--- config.mk ---
export PLATFORM = sky130hd
export DESIGN_NAME = id_ex_reg
export DESIGN_NICKNAME = d
export VERILOG_FILES = /design/src/rtl/id_ex_reg_pkg.sv /design/src/rtl/load_use_detect.sv /design/src/rtl/id_ex_reg.sv
export SDC_FILE = /design/constraint.sdc
export NUM_CORES = 1
export LEC_CHECK = 0
export CORE_ASPECT_RATIO = 0.8
export CORE_UTILIZATION = 35
export DETAILED_ROUTE_END_ITERATION = 10
export PLACE_DENSITY_LB_ADDON = 0.05
export SETUP_SLACK_MARGIN = 0.4
export SLEW_MARGIN = 40
export SYNTH_ARGS = -nofsm -noshare
export SYNTH_HDL_FRONTEND = slang
export SYNTH_SLANG_ARGS = --single-unit
--- constraint.sdc ---
create_clock -name clk -period 4.2 [get_ports clk]
set_clock_uncertainty 0.15 [all_clocks]
set_input_delay 0.63 -clock clk [delete_from_list [all_inputs] [get_ports clk]]
set_output_delay 0.63 -clock clk [all_outputs]
set_load 0.005 [all_outputs]
--- src/rtl/id_ex_reg_pkg.sv ---
// Shared pipeline definitions: default widths, control bundle layout and
// forwarding select encodings used across the ID/EX/MEM/WB stages.
package id_ex_reg_pkg;

  localparam int DEF_DATA_W = 32;
  localparam int DEF_REG_W  = 5;
  localparam int DEF_CTRL_W = 8;
  localparam int DEF_CNT_W  = 16;

  // Bit offsets of the fields packed into the opaque control bundle.
  localparam int CTRL_ALU_OP_LSB = 0;
  localparam int CTRL_ALU_OP_W   = 4;
  localparam int CTRL_ALU_SRC    = 4;
  localparam int CTRL_MEM_WRITE  = 5;
  localparam int CTRL_BRANCH     = 6;
  localparam int CTRL_MEM_TO_REG = 7;

  localparam logic [DEF_REG_W-1:0] REG_ZERO = '0;

  typedef enum logic [1:0] {
    FWD_REGFILE = 2'b00,
    FWD_EX_MEM  = 2'b01,
    FWD_MEM_WB  = 2'b10
  } fwd_sel_e;

endpackage

--- src/rtl/load_use_detect.sv ---
// Pure combinational load-use hazard equation between the instruction in ID
// and a load currently sitting in EX.
module load_use_detect
  import id_ex_reg_pkg::*;
#(
  parameter int REG_W = DEF_REG_W
) (
  input  logic             id_valid,
  input  logic [REG_W-1:0] id_rs,
  input  logic [REG_W-1:0] id_rt,
  input  logic             id_I_type,
  input  logic             ex_valid,
  input  logic             ex_memread,
  input  logic [REG_W-1:0] ex_rd,
  output logic             hazard
);

  localparam logic [REG_W-1:0] ZERO = REG_W'(REG_ZERO);

  // I-type instructions use rt as a destination, so only rs can collide.
  assign hazard = id_valid & ex_valid & ex_memread & (ex_rd != ZERO) &
                  ((ex_rd == id_rs) | (!id_I_type & (ex_rd == id_rt)));

endmodule

--- src/rtl/id_ex_reg.sv ---
// ID/EX pipeline register with load-use stall, flush bubbles, WB-to-ID
// same-cycle bypass and a saturating stall counter.
module id_ex_reg
  import id_ex_reg_pkg::*;
#(
  parameter int DATA_W = DEF_DATA_W,
  parameter int REG_W  = DEF_REG_W,
  parameter int CTRL_W = DEF_CTRL_W,
  parameter int CNT_W  = DEF_CNT_W
) (
  input  logic              clk,
  input  logic              rst_n,
  input  logic              id_valid,
  input  logic [REG_W-1:0]  id_rs,
  input  logic [REG_W-1:0]  id_rt,
  input  logic [REG_W-1:0]  id_rd,
  input  logic [DATA_W-1:0] id_rs_data,
  input  logic [DATA_W-1:0] id_rt_data,
  input  logic [DATA_W-1:0] id_imm,
  input  logic [CTRL_W-1:0] id_ctrl,
  input  logic              id_I_type,
  input  logic              id_regwrite,
  input  logic              id_memread,
  input  logic              wb_regwrite,
  input  logic [REG_W-1:0]  wb_rd,
  input  logic [DATA_W-1:0] wb_data,
  input  logic              flush,
  output logic              id_stall,
  output logic              id_ex_valid,
  output logic [REG_W-1:0]  id_ex_rs,
  output logic [REG_W-1:0]  id_ex_rt,
  output logic [REG_W-1:0]  id_ex_rd,
  output logic [DATA_W-1:0] id_ex_rs_data,
  output logic [DATA_W-1:0] id_ex_rt_data,
  output logic [DATA_W-1:0] id_ex_imm,
  output logic [CTRL_W-1:0] id_ex_ctrl,
  output logic              id_ex_I_type,
  output logic              id_ex_regwrite,
  output logic              id_ex_memread,
  output logic [CNT_W-1:0]  stall_count
);

  localparam logic [REG_W-1:0] ZERO    = REG_W'(REG_ZERO);
  localparam logic [CNT_W-1:0] CNT_MAX = '1;

  logic              hazard;
  logic              bubble;
  logic              rs_bypass;
  logic              rt_bypass;
  logic [DATA_W-1:0] rs_data_in;
  logic [DATA_W-1:0] rt_data_in;

  load_use_detect #(
    .REG_W (REG_W)
  ) u_load_use_detect (
    .id_valid   (id_valid),
    .id_rs      (id_rs),
    .id_rt      (id_rt),
    .id_I_type  (id_I_type),
    .ex_valid   (id_ex_valid),
    .ex_memread (id_ex_memread),
    .ex_rd      (id_ex_rd),
    .hazard     (hazard)
  );

  // A flush kills the ID instruction, so a coincident hazard must not stall.
  assign id_stall = hazard & !flush;
  assign bubble   = flush | hazard;

  // Regfile is written in WB and read in ID in the same cycle; take WB data.
  always_comb begin
    rs_bypass  = wb_regwrite && (wb_rd != ZERO) && (wb_rd == id_rs);
    rt_bypass  = wb_regwrite && (wb_rd != ZERO) && (wb_rd == id_rt);
    rs_data_in = rs_bypass ? wb_data : id_rs_data;
    rt_data_in = rt_bypass ? wb_data : id_rt_data;
  end

  always_ff @(posedge clk or negedge rst_n) begin
    if (!rst_n) begin
      id_ex_valid    <= 1'b0;
      id_ex_rs       <= '0;
      id_ex_rt       <= '0;
      id_ex_rd       <= '0;
      id_ex_rs_data  <= '0;
      id_ex_rt_data  <= '0;
      id_ex_imm      <= '0;
      id_ex_ctrl     <= '0;
      id_ex_I_type   <= 1'b0;
      id_ex_regwrite <= 1'b0;
      id_ex_memread  <= 1'b0;
    end else if (bubble) begin
      id_ex_valid    <= 1'b0;
      id_ex_rs       <= '0;
      id_ex_rt       <= '0;
      id_ex_rd       <= '0;
      id_ex_rs_data  <= '0;
      id_ex_rt_data  <= '0;
      id_ex_imm      <= '0;
      id_ex_ctrl     <= '0;
      id_ex_I_type   <= 1'b0;
      id_ex_regwrite <= 1'b0;
      id_ex_memread  <= 1'b0;
    end else begin
      id_ex_valid    <= id_valid;
      id_ex_rs       <= id_rs;
      id_ex_rt       <= id_rt;
      id_ex_rd       <= id_rd;
      id_ex_rs_data  <= rs_data_in;
      id_ex_rt_data  <= rt_data_in;
      id_ex_imm      <= id_imm;
      id_ex_ctrl     <= id_ctrl;
      id_ex_I_type   <= id_I_type;
      id_ex_regwrite <= id_regwrite;
      id_ex_memread  <= id_memread;
    end
  end

  always_ff @(posedge clk or negedge rst_n) begin
    if (!rst_n) begin
      stall_count <= '0;
    end else if (id_stall && (stall_count != CNT_MAX)) begin
      stall_count <= stall_count + 1'b1;
    end
  end

endmodule

==> flow_metrics.py, run 1 <==
metrics = {
    "pwr": {
        "p_leak_nw": 3.88,
        "seqPwrFrac_pct": 40.9,
        "ir_drop_v": 0.000266,
        "power.share.switching_pct": 22.0,
        "switchingPower_w": 0.000766,
        "clkPwrFrac_pct": 46.0,
        "fin_total_pwr_w": 0.00348,
        "p_int_w": 0.00271,
        "p_per_area_nw_per_um2": 366,
        "comb_power_share_pct": 13.1,
    },
    "synthesis": {
        "synthArstFlopShare_pct": 100,
        "netlist.area_leader.share_pct": 61.2,
        "synth_area_per_cell_um2": 12.7,
        "yosysTopAreaCell": "dfrtp_1",
        "synth-seq-area-share_pct": 61.2,
        "synth.area.top_cells": "dfrtp_1 61%, mux2i_1 11%, and2_1 6.6%",
        "synth_common_cells": "139 x dfrtp_1, 65 x nor2_1, 64 x mux2i_1, 60 x and2_1, 29 x xnor2_1",
        "syn_nets": 611,
        "yosys.cell_count.top_type": "dfrtp_1",
        "synth_ff_type": "dfrtp_1",
        "ys_types": 36,
        "synth-edff-count": 0,
        "ys_ff_latch": 139,
        "syn_inst": 446,
        "netlist_area_um2": 5680,
        "yosys_warnings": 0,
    },
    "detailed_routing": {
        "drt-initial-drc-count": 184,
        "drt-total-wl_mm": 16.6,
        "drc": 0,
        "vias": 4422,
        "ant_nets": 0,
        "viasPerCell": 4.51,
        "dr.pass1.iters": 4,
        "wl_per_cell_um": 16.9,
    },
    "floorplanning": {
        "core-area_um2": 15800,
        "initial_core_util_pct": 36.0,
        "boundaryPins": 304,
        "die_y_um": 116,
        "die-area_um2": 16800,
        "dieWidth_um": 144,
        "fp-row-count": 41,
    },
    "setup_path": {
        "slowest_delay_ns": 0.51,
        "critPathRequiredTime_ns": 3.42,
        "cp_slowest_cell": "clkdlybuf4s50_1",
        "cp.depth": 6,
        "crit_top_cell": "clkdlybuf4s50_1",
        "crit_type": "input pin to output pin",
        "start_kind": "input pin",
        "crit_buf_inv": 2,
        "cp.arrival_ns": 2.52,
        "cp_cell_sequence": "clkdlybuf4s50_1 > and3_1 > o21ai_2 > nor2_1 > and2_1 > clkdlybuf4s50_1",
        "rr_worst_depth": 7,
        "cpLargestDelayFamily": "buffers and inverters",
        "crit_path_end_kind": "output pin",
        "worstPathMaxFanout": 8,
    },
    "run": {
        "cap_violations": 0,
    },
    "sta": {
        "slew_headroom_pct": 53.8,
        "final-setup-viol-count": 0,
        "slew_viol_final": 0,
        "fin_tns_setup_ns": 0,
        "rsz0062_at_grt": "no",
        "fin_crit_ns": 3.30,
        "worst_slack_ns": 0.896,
        "max_freq_mhz": 303,
        "min_period_over_period_pct": 78.7,
        "hold_violations": 0,
        "worstMarginPinSlew_ns": 0.693,
    },
    "cells_and_area": {
        "fin_nets": 918,
        "drive_gt1_share_pct": 6.66,
        "final_core_util_pct": 60.2,
        "nFillCells": 1335,
        "area_growth_pct": 67.5,
        "diodes": 0,
    },
    "clock_network": {
        "clkTransAtPathRegs_ns": 0.06,
        "clockBufferDepth": 2,
        "cts_tree": "done",
        "post_cts_resized": 0,
        "numClockSinks": 139,
        "holdBufCountCts": 0,
        "h-tree-depth": 4,
        "clkLatencyLatePin_ns": 0.41,
        "cts_buffers": 17,
        "cts-root-buf": "clkbuf_16",
        "post_cts_buffers": 0,
    },
    "global_routing": {
        "antenna_found_initial": 0,
        "grt_max_degree": 86,
        "grt_pass1_vias": 4523,
        "grt_pass1_wl_mm": 25.0,
        "use_met1_pct": 24.0,
        "use_met2_pct": 34.9,
        "top_usage_layer": "met2",
        "grt_remaining_overflow": 0,
        "gr-usage-all-layers_pct": 20.3,
        "met3_usage_pct": 5.91,
    },
    "placement": {
        "dp_hpwl_mm": 12.1,
        "place_ws_ns": 0.919,
        "place_congestion": 0.869,
        "portBuffers": 303,
    },
    "worst_hold_path": {
        "hp-class": "input pin to async pin",
    },
    "status": {
        "outcome": "complete, no violations",
    },
}
## metal layers
layer | vias up | wire length [µm]
met1 | 2141 | 6750
met2 | 163 | 8390
met3 | 19 | 1220
met5 | - | 0
li1 | 2099 | -
met4 | 0 | 231
## metrics by stage
step,instance area (µm²),hold slack [ns],instances
2_1_floorplan,5680,0.184,446
3_3_place_gp,8880,0.339,949
6_report,9520,0.0856,981
3_5_place_dp,8880,0.353,949
5_1_grt,9520,0.141,981
4_1_cts,9510,0.132,981
## final timing paths
check,start,endpoint,slack (ns)
worst max-delay path,id_valid,id_stall,0.90
worst min-delay path,rst_n,id_ex_rs_data[4],0.09
worst max register to register,id_ex_rd[1],id_ex_rt_data[24],1.63
worst min register to register,stall_count[10],stall_count[10],0.36
max in group asynchronous,rst_n,id_ex_imm[30],3.04
min in group clk,stall_count[10],stall_count[10],0.36
## state kept, by name, summed over array words and instances (netlist names)
| register | cells |
|---|---|
| id_ex_regwrite | 1 |
| id_ex_rt_data | 32 |
| id_ex_memread | 1 |
| id_ex_rs_data | 32 |
| id_ex_valid | 1 |
| id_ex_rs | 5 |
| id_ex_I_type | 1 |
| id_ex_ctrl | 8 |
| id_ex_imm | 32 |
| id_ex_rt | 5 |
| id_ex_rd | 5 |
| stall_count | 16 |
## cells in the final DEF, fill, tap and decap left out, types with 3 or more instances in the layout
| master | Yosys | layout |
|---|---|---|
| clkdlybuf4s50_1 | 0 | 302 |
| dfrtp_1 | 139 | 139 |
| nor2_1 | 65 | 65 |
| mux2i_1 | 64 | 64 |
| and2_1 | 60 | 60 |
| xnor2_1 | 29 | 29 |
| clkbuf_16 | 0 | 17 |
| nand3_1 | 13 | 13 |
| nand4_1 | 9 | 9 |
| nand2_1 | 8 | 8 |
| xor2_1 | 5 | 5 |
| nor4_1 | 5 | 5 |
| bufinv_16 | 0 | 4 |
| buf_4 | 1 | 4 |
| and3_1 | 3 | 3 |
| clkinv_4 | 0 | 3 |
| inv_6 | 0 | 3 |
## power by group through the flow
stage	clock network, W	logic [W]	registers, W
4_1_cts	0.00165	0.000465	0.00142
3_5_place_dp	0	0.000463	0.00145
3_3_place_gp	0	0.000458	0.00145
2_1_floorplan	0	0.000113	0.00146
6_report	0.00160	0.000457	0.00142
5_1_grt	0.00170	0.000497	0.00143
## kinds of logic after synthesis
family / Yosys count / synth area share [%]
muxes: 66 / 11.7
xor gates and xnor gates: 34 / 5.24
DFF: 139 / 61.2
AOI/OAI and AO/OA: 7 / 1.56
adders and majority gates: 1 / 0.220
and+or+nand+nor: 177 / 16.6
buffers and inverters: 22 / 3.48
## final cells by class
class                           count  area (µm²)  area share [%]
Multi-Input combinational cell    285        2030            21.3
Sequential cell                   139        3480            36.6
Tap cell                          215         269            2.83
Clock inverter                     13         190            2.00
Clock buffer                       19         443            4.65
Inverter                            1        3.75          0.0394
Timing Repair Buffer              309        3110            32.6
(Power assumes the default switching activity.)
==> run 2, diff against run 1 <==
==> constraint.sdc (replaced) <==
create_clock -name clk -period 2.9 [get_ports clk]
set_clock_uncertainty 0.15 [all_clocks]
set_input_delay 0.435 -clock clk [delete_from_list [all_inputs] [get_ports clk]]
set_output_delay 0.435 -clock clk [all_outputs]
set_load 0.005 [all_outputs]
==> run 2 against run 1 <==
Effect of this change:
- cell area increased by 1.5%
- non-clock buffer count up 17
- clock-buffer cell count fell by 1
- core utilization grew 0.88 points
- clock power is 31% higher
- final cell count increased by 1.8%
- register-to-register slack got worse by 1.1 ns
- hold slack improved by 0.26 ns
- critical path depth shrank 1
- worst setup slack got worse by 0.43 ns
- global-route usage is 0.38 points higher
- sequential power rose by 45%
- largest cell class unchanged
==> flow_metrics.py, run 2 (synthesized netlist as in run 1, its figures left out) <==
metrics = {
    "detailed_routing": {
        "vias": 4541,
        "drt-initial-drc-count": 112,
        "dr.pass1.iters": 4,
        "wl_per_cell_um": 17.1,
        "drt-total-wl_mm": 17.1,
        "ant_nets": 0,
        "drc": 0,
        "viasPerCell": 4.55,
    },
    "setup_path": {
        "start_kind": "flop",
        "cp_slowest_cell": "or4_4",
        "rr_worst_depth": 6,
        "cp_cell_sequence": "or4_4 > o21ai_4 > nor2_1 > and2_4 > buf_2",
        "worstPathMaxFanout": 2,
        "crit_path_end_kind": "output pin",
        "critPathRequiredTime_ns": 2.32,
        "cp.arrival_ns": 1.85,
        "slowest_delay_ns": 0.56,
        "crit_type": "flop to output pin",
    },
    "global_routing": {
        "gr-usage-all-layers_pct": 20.6,
        "grt_max_degree": 63,
        "antenna_found_initial": 0,
        "grt_pass1_vias": 4668,
        "grt_remaining_overflow": 0,
        "grt_pass1_wl_mm": 25.4,
    },
    "cells_and_area": {
        "multiInputGateArea_um2": 2040,
        "stdcell_area_um2": 9660,
        "fin_nets": 935,
        "largest_registers": "id_ex_imm (32), id_ex_rs_data (32), id_ex_rt_data (32)",
        "nFillCells": 1308,
        "drive_gt1_share_pct": 9.45,
        "area_growth_pct": 69.9,
        "instances_no_fill": 999,
        "mostFrequentLayoutCell": "clkdlybuf4s50_1",
        "final_cell_mix": "301 x clkdlybuf4s50_1, 136 x dfrtp_1, 65 x nor2_1",
        "register_area_um2": 3480,
    },
    "floorplanning": {
        "boundaryPins": 304,
        "core-area_um2": 15800,
        "die_y_um": 116,
        "fp-row-count": 41,
        "initial_core_util_pct": 36.0,
        "dieWidth_um": 144,
        "die-area_um2": 16800,
    },
    "placement": {
        "placed_cells": 960,
        "place_congestion": 0.782,
        "dp_hpwl_mm": 12.6,
        "portBuffers": 303,
        "dpl-instance-area_um2": 9010,
    },
    "pwr": {
        "p_leak_nw": 3.94,
        "p_per_area_nw_per_um2": 503,
        "fin_total_pwr_w": 0.00485,
        "ir_drop_v": 0.000419,
    },
    "clock_network": {
        "cts_tree": "done",
        "h-tree-depth": 4,
        "clkTransAtPathRegs_ns": 0.06,
        "cts-root-buf": "clkbuf_16",
        "clkLatencyLatePin_ns": 0.41,
        "cts_buffers": 17,
        "clockBufferDepth": 2,
        "numClockSinks": 139,
    },
    "sta": {
        "slew_viol_final": 0,
        "slew_headroom_pct": 68.3,
        "rsz0062_at_grt": "no",
        "min_period_over_period_pct": 83.9,
        "fin_crit_ns": 2.43,
        "final-setup-viol-count": 0,
        "fin_tns_setup_ns": 0,
        "hold_violations": 0,
        "max_freq_mhz": 411,
        "worstMarginPinSlew_ns": 0.475,
    },
    "status": {
        "outcome": "complete, no violations",
    },
    "worst_hold_path": {
        "hp-class": "input pin to async pin",
    },
    "run": {
        "cap_violations": 0,
    },
}
## run 2: routing by layer
metal | wire length, µm | global-route usage, % | share of wire (%)
met2 | 8960 | 37.2 | 52
met3 | 1190 | 5.95 | 6.9
met5 | 0 | 0 | 0
met4 | 138 | 6.39 | 0.81
met1 | 6810 | 23.6 | 40
## run 2: power by group
group	switching [W]	internal, W
sequential	0.0000303	0.00203
clock	0.000880	0.00122
combinational	0.000246	0.000449
total	0.00116	0.00370
## run 2: stage by stage
step	hold WS, ns	util [%]	setup WS (ns)
2_1_floorplan	-0.0106	-	0.750
3_3_place_gp	0.226	56.9	0.0325
3_5_place_dp	0.224	57.0	0.0532
4_1_cts	0.352	61.1	0.413
5_1_grt	0.369	61.1	0.401
6_report	0.350	61.1	0.467
## run 2: what timing repair did
| item | in CTS | in global routing |
|---|---|---|
| cloned | 0 | 0 |
| gates resized for setup | 11 | 0 |
| hold endpoints to repair | 42 | 0 |
| setup buffers | 5 | 0 |
| setup endpoints to repair | 1 | 1 |
| hold buffers | 1 | 0 |
| pin swaps | 4 | 3 |
## run 2: worst paths after layout
path / start / to / slack [ns]
max in group asynchronous: rst_n / id_ex_rs[2] / 1.41
hold / removal: rst_n / id_ex_rs_data[8] / 0.35
setup / recovery: id_ex_rd[3] / id_stall / 0.47
min in group clk: stall_count[5] / stall_count[5] / 0.35
setup reg to reg: id_ex_rd[3] / id_ex_imm[22] / 0.54
hold reg to reg: stall_count[5] / stall_count[5] / 0.35
## run 2: worst max-delay path: cells and delay by family, from the launching register on
family	cells	cell delay (ns)
buffers and inverters	1	0.12
AO/OA/AOI/OAI	1	0.15
AND/OR/NAND/NOR	3	0.77
flip-flops	1	0.40
## run 2: cell type report
class,instances,share of cell area [%]
diodes,1,0.0259
clock buffers,18,4.55
clock inverters,14,1.39
inverters,1,0.0389
multi-input cells,285,21.2
flip-flops and latches,139,36.1
well taps,215,2.79
repair buffers,326,34.0
